<file path="config.mk">
export PLATFORM = sky130hd
export DESIGN_NAME = pll_reset_sequencer
export DESIGN_NICKNAME = d
export VERILOG_FILES = /design/src/rtl/pll_seq_pkg.sv /design/src/rtl/sync_2ff.sv /design/src/rtl/pll_reset_sequencer.sv
export SDC_FILE = /design/constraint.sdc
export NUM_CORES = 1
export LEC_CHECK = 0
export CAP_MARGIN = 20
export CORE_MARGIN = 2
export CORE_UTILIZATION = 29
export CTS_CLUSTER_SIZE = 40
export DETAILED_ROUTE_END_ITERATION = 6
export PLACE_DENSITY = 0.47
export SLEW_MARGIN = 10
export SYNTH_ARGS = -nofsm -noshare
export SYNTH_HDL_FRONTEND = slang
export SYNTH_SLANG_ARGS = --single-unit
</file>
<file path="constraint.sdc">
create_clock -name clk25 -period 3.21 [get_ports clk25]
set_clock_uncertainty 0.15 [all_clocks]
set_input_delay 0.321 -clock clk25 [delete_from_list [all_inputs] [get_ports clk25]]
set_output_delay 0.321 -clock clk25 [all_outputs]
set_load 0.005 [all_outputs]
</file>
<file path="src/rtl/pll_seq_pkg.sv">
// Shared types and helpers for the PLL reset sequencer: FSM states, the
// registered output bundle, and the shared-counter width calculation.
package pll_seq_pkg;

  typedef enum logic [2:0] {
    PLL_RESET,
    WAIT_LOCK,
    STABILIZE,
    RUN,
    FAULT
  } pll_seq_state_t;

  typedef struct packed {
    logic pll_rst;
    logic sys_rst;
    logic ready;
    logic fault;
  } pll_seq_outs_t;

  // One counter serves every timed state, so it is sized to the largest span.
  function automatic int cnt_width(input int a, input int b, input int c, input int d);
    int m;
    m = a;
    if (b > m) m = b;
    if (c > m) m = c;
    if (d > m) m = d;
    return ($clog2(m) < 1) ? 1 : $clog2(m);
  endfunction

  function automatic pll_seq_outs_t state_outs(input pll_seq_state_t s);
    pll_seq_outs_t o;
    o.pll_rst = 1'b1;
    o.sys_rst = 1'b1;
    o.ready   = 1'b0;
    o.fault   = 1'b0;
    case (s)
      WAIT_LOCK, STABILIZE: o.pll_rst = 1'b0;
      RUN: begin
        o.pll_rst = 1'b0;
        o.sys_rst = 1'b0;
        o.ready   = 1'b1;
      end
      FAULT:   o.fault = 1'b1;
      default: ;
    endcase
    return o;
  endfunction

endpackage

</file>
<file path="src/rtl/sync_2ff.sv">
// Single-bit two-stage synchronizer for asynchronous status inputs,
// cleared by a synchronous active-high reset.
module sync_2ff (
  input  logic clk,
  input  logic srst,
  input  logic d_i,
  output logic q_o
);

  logic [1:0] sync_q;

  always_ff @(posedge clk) begin
    if (srst) begin
      sync_q <= 2'b00;
    end else begin
      sync_q <= {sync_q[0], d_i};
    end
  end

  assign q_o = sync_q[1];

endmodule

</file>
<file path="src/rtl/pll_reset_sequencer.sv">
// Drives the PLL reset, qualifies its lock output and releases the system
// reset once lock has been stable; retries on timeout, faults after too many.
module pll_reset_sequencer
  import pll_seq_pkg::*;
#(
  parameter int PLL_RST_CYCLES     = 16,
  parameter int LOCK_TIMEOUT       = 2500000,
  parameter int LOCK_STABLE_CYCLES = 256,
  parameter int RETRY_LIMIT        = 7
) (
  input  logic       clk25,
  input  logic       rst,
  input  logic       pll_lock,
  input  logic       restart,
  output logic       pll_rst,
  output logic       sys_rst,
  output logic       ready,
  output logic       fault,
  output logic [3:0] retry_count,
  output logic [7:0] loss_count
);

  localparam int CW = cnt_width(PLL_RST_CYCLES, LOCK_TIMEOUT, LOCK_STABLE_CYCLES, RETRY_LIMIT);
  localparam logic [CW-1:0] CNT_ONE     = CW'(1);
  localparam logic [CW-1:0] RST_LAST    = CW'(PLL_RST_CYCLES - 1);
  localparam logic [CW-1:0] TMO_LAST    = CW'(LOCK_TIMEOUT - 1);
  localparam logic [CW-1:0] STABLE_LAST = CW'(LOCK_STABLE_CYCLES - 1);
  localparam logic [3:0]    RETRY_LIM   = 4'(RETRY_LIMIT);

  pll_seq_state_t state_q;
  pll_seq_outs_t  outs_q;
  logic [CW-1:0]  cnt_q;
  logic [3:0]     retry_q;
  logic [7:0]     loss_q;
  logic [7:0]     loss_d;
  logic           lock_s;

  sync_2ff u_lock_sync (
    .clk  (clk25),
    .srst (rst),
    .d_i  (pll_lock),
    .q_o  (lock_s)
  );

  assign loss_d = (loss_q == 8'hFF) ? loss_q : loss_q + 8'd1;

  // Outputs are loaded from the destination state on every transition so
  // they are plain flops that always agree with state_q.
  always_ff @(posedge clk25) begin
    if (rst) begin
      state_q <= PLL_RESET;
      outs_q  <= state_outs(PLL_RESET);
      cnt_q   <= '0;
      retry_q <= 4'd0;
      loss_q  <= 8'd0;
    end else begin
      unique case (state_q)
        PLL_RESET: begin
          if (cnt_q == RST_LAST) begin
            state_q <= WAIT_LOCK;
            outs_q  <= state_outs(WAIT_LOCK);
            cnt_q   <= '0;
          end else begin
            cnt_q <= cnt_q + CNT_ONE;
          end
        end
        WAIT_LOCK: begin
          if (lock_s) begin
            state_q <= STABILIZE;
            outs_q  <= state_outs(STABILIZE);
            cnt_q   <= '0;
          end else if (cnt_q == TMO_LAST && retry_q == RETRY_LIM) begin
            state_q <= FAULT;
            outs_q  <= state_outs(FAULT);
          end else if (cnt_q == TMO_LAST) begin
            state_q <= PLL_RESET;
            outs_q  <= state_outs(PLL_RESET);
            cnt_q   <= '0;
            retry_q <= retry_q + 4'd1;
          end else begin
            cnt_q <= cnt_q + CNT_ONE;
          end
        end
        STABILIZE: begin
          // A dropout restarts the timeout without consuming a retry.
          if (!lock_s) begin
            state_q <= WAIT_LOCK;
            outs_q  <= state_outs(WAIT_LOCK);
            cnt_q   <= '0;
          end else if (cnt_q == STABLE_LAST) begin
            state_q <= RUN;
            outs_q  <= state_outs(RUN);
            retry_q <= 4'd0;
          end else begin
            cnt_q <= cnt_q + CNT_ONE;
          end
        end
        RUN: begin
          if (!lock_s) begin
            state_q <= PLL_RESET;
            outs_q  <= state_outs(PLL_RESET);
            cnt_q   <= '0;
            loss_q  <= loss_d;
          end
        end
        FAULT: begin
          if (restart) begin
            state_q <= PLL_RESET;
            outs_q  <= state_outs(PLL_RESET);
            cnt_q   <= '0;
            retry_q <= 4'd0;
          end
        end
        default: begin
          state_q <= PLL_RESET;
          outs_q  <= state_outs(PLL_RESET);
          cnt_q   <= '0;
        end
      endcase
    end
  end

  assign pll_rst     = outs_q.pll_rst;
  assign sys_rst     = outs_q.sys_rst;
  assign ready       = outs_q.ready;
  assign fault       = outs_q.fault;
  assign retry_count = retry_q;
  assign loss_count  = loss_q;

endmodule

</file>
==> summary.md <==
| Metric | Value |
|---|---|
| Die ar. | `8160 sq um` |
| Mean routed wirelength per cell | `13.1 microns` |
| Gpl congestion | `0.813` |
| Final WL | `4.96 mm` |
| Port Buf Inserts | `19` |
| Die H | `90.3 microns` |
| 1st-iter DRT viols | `122` |
| Max-slew violations | `0` |
| Cts repair resizes | `0` |
| Tot GR Track Use | `12.7%` |
| Worst Max-Slew Pin Slew | `752 ps` |
| Site Rows | `31` |
| CTS clock-pin slew for the worst setup and hold paths | `90 ps` |
| Vias per std cell | `4.78` |
| Root Buffer | `clkbuf_8` |
| P&R area growth vs syn | `19.9%` |
| Final hold viol count | `0` |
| Max FO, Critical Path | `7` |
| Layout cells sized above 1 | `7.89%` |
| Synth cell types | `47` |
| Antenna violations before repair | `0` |
| Critical path's largest stage delay | `550 ps` |
| N_diodes | `0` |
| Congestion Overflow GR | `0` |
| Status | `complete, no violations` |
| RSZ-0062 raised after global routing | `no` |
| FF-to-FF path depth | `6` |
| HP Class | `register to register` |
| Setup Fix Bufs, Post-CTS | `0` |
| Top-Level Pins | `20` |
| Hold_buf cts | `0` |
| Setup violations, final | `0` |
| Dpl hpwl | `3.51 mm` |
| CTS sink count | `42` |
| Critical path launch point type | `register` |
| Maximum Capacitance Violations | `0` |
| Clk_lat worst skew | `300 ps` |
| Worst path cell trace | `or4_1 > or3_1 > or4_1 > a21oi_1 > a311o_1 > a31oi_1` |
| Largest net degree at the start of global routing | `22` |
| First-pass GRT wire length | `8.47 mm` |
| Peak VDD IR | `0.000132 V` |
| Cell Pwr Density | `380 nW/um^2` |
| Slew headroom | `49.8%` |
| Clock Tree Buf Depth | `2` |
| Syn Inst Count | `255` |
| Fin crit share | `84.7%` |
| Synthesized area per cell | `8.47 sq um` |
| TritonCTS clock tree | `built` |
| Core area | `7250 sq um` |
| Post-synth top flop | `dfxtp_1` |
| Initial Util | `29.8%` |
| Final Util | `35.7%` |
| CP arrival | `2760 ps` |
| Crit end category | `register` |
| Htree depth | `2` |
| Slowest CP cell | `or4_1` |
| Top cell by count, worst path | `or4_1` |
| Sequential cell area fraction in the yosys report | `38.9%` |
| YS warnings | `0` |
| Antenna-violating nets left | `0` |
| Via count | `1,808` |
| CTS buffer count | `5` |
| Syn Nets | `262` |
| Worst hold path stage count | `1` |
| Tmin final | `2720 ps` |
| Setup_tns | `0 ps` |
| Vias in the first global route | `1,739` |
| Crit path required time | `3250 ps` |
| CP Class | `register to register` |
| Fraction of registers with async set or reset after synthesis | `0%` |
| Mapped Area | `2160 sq um` |
| Lkg Pwr | `0.000898 uW` |
| Initial DRT Pass Iterations | `4` |
| Chip width | `90.3 microns` |
| DRC Markers | `0` |
| EDFF count, synth | `0` |
| Fmax | `368 MHz` |
| Final net count | `285` |
| Register bit total from synthesis | `42` |
[cell usage in the layout (no fill, tap or decap), types with 4 or more instances in the layout]
master           netlist  layout
nor2_1                45      45
dfxtp_1               42      42
xor2_1                20      20
clkdlybuf4s50_1        0      19
nand4_1               17      17
nand3_1               16      16
nand2_1               14      14
buf_4                  0       9
a21oi_1                8       8
xnor2_1                7       7
nor3_1                 6       6
inv_1                  5       5
or4_1                  5       5
and3_1                 5       5
clkbuf_8               0       5
mux2i_1                4       4
a31oi_1                4       4
[cell usage after synthesis (2+ instances only)]
library cell / instances / area [sq um]
nor2_1: 45 / 169
dfxtp_1: 42 / 841
xor2_1: 20 / 175
nand4_1: 17 / 106
nand3_1: 16 / 80.1
nand2_1: 14 / 52.6
a21oi_1: 8 / 40.0
buf_2: 7 / 35.0
xnor2_1: 7 / 61.3
nor3_1: 6 / 30.0
and3_1: 5 / 31.3
inv_1: 5 / 18.8
or4_1: 5 / 37.5
a31oi_1: 4 / 25.0
clkbuf_1: 4 / 15.0
mux2i_1: 4 / 40.0
ha_1: 3 / 37.5
nand3b_1: 3 / 22.5
or3_1: 3 / 18.8
a211o_1: 2 / 17.5
a41oi_1: 2 / 17.5
and2_1: 2 / 12.5
nand4bb_1: 2 / 22.5
nor2b_1: 2 / 12.5
nor4_1: 2 / 12.5
nor4bb_1: 2 / 20.0
o21ai_0: 2 / 10.0
o21ai_1: 2 / 10.0
[sequential cells by signal, indices dropped and copies added, names as in the netlist]
| signal | cells |
|---|---|
| sys_rst | 1 |
| ready | 1 |
| pll_rst | 1 |
| state_q | 3 |
| cnt_q | 22 |
| loss_count | 8 |
| retry_count | 4 |
| u_lock_sync.sync_q | 2 |
[layer usage]
metal | track usage, % | vias up | part of all wire [%]
met1 | 17.4 | 822 | 52
met2 | 19.0 | 20 | 43
met5 | 0 | - | 0
met4 | 5.38 | 0 | 2.1
met3 | 2.92 | 10 | 2.6
li1 | - | 956 | -
[worst max-delay path: cells and delay by family, from the launching register on]
family / cells / cell delay (ps)
AO/OA/AOI/OAI: 3 / 510
flip-flops: 1 / 350
AND/OR/NAND/NOR: 3 / 1600
[area by class of cell]
cell class,count,area [sq um]
Clock buffer,6,72.6
Tap cell,99,124
Fill cell,791,4660
Sequential cell,42,841
Inverter,6,22.5
Timing Repair Buffer,28,258
Multi-Input combinational cell,195,1240
Clock inverter,2,37.5
[where the power goes]
part           switching [uW]  internal, uW  leakage, uW
logic                    14.5          11.7     0.000508
registers                3.85           525     0.000339
clock network             197           232    0.0000514
total                     215           769     0.000898
[per-stage QoR]
| stage | cells | power (uW) | hold slack, ps | worst slack [ps] | area (sq um) |
|---|---|---|---|---|---|
| floorplan | 255 | 557 | 264 | 664 | 2160 |
| global placement | 370 | 568 | 266 | 560 | 2480 |
| detailed placement | 370 | 568 | 282 | 532 | 2480 |
| CTS | 378 | 997 | 308 | 498 | 2590 |
| global route | 378 | 1020 | 326 | 354 | 2590 |
| finish | 378 | 984 | 303 | 492 | 2590 |
[path summary, 6_finish.rpt]
path,to,from,slack [ps]
worst max-delay path,retry_count[2],cnt_q[14],490
worst min-delay path,u_lock_sync.sync_q[1],u_lock_sync.sync_q[0],300
worst max register to register,retry_count[2],cnt_q[14],490
worst min register to register,u_lock_sync.sync_q[1],u_lock_sync.sync_q[0],300
[cell families after synthesis]
group / share of synthesized area (%)
flip-flops: 38.9
buffers and inverters: 3.88
XOR/XNOR: 10.9
AO/OA/AOI/OAI: 9.96
adder cells (fa/ha/maj): 1.74
AND/OR/NAND/NOR: 32.7
multiplexers: 1.85
No activity file was read; power rests on OpenSTA's default activity.
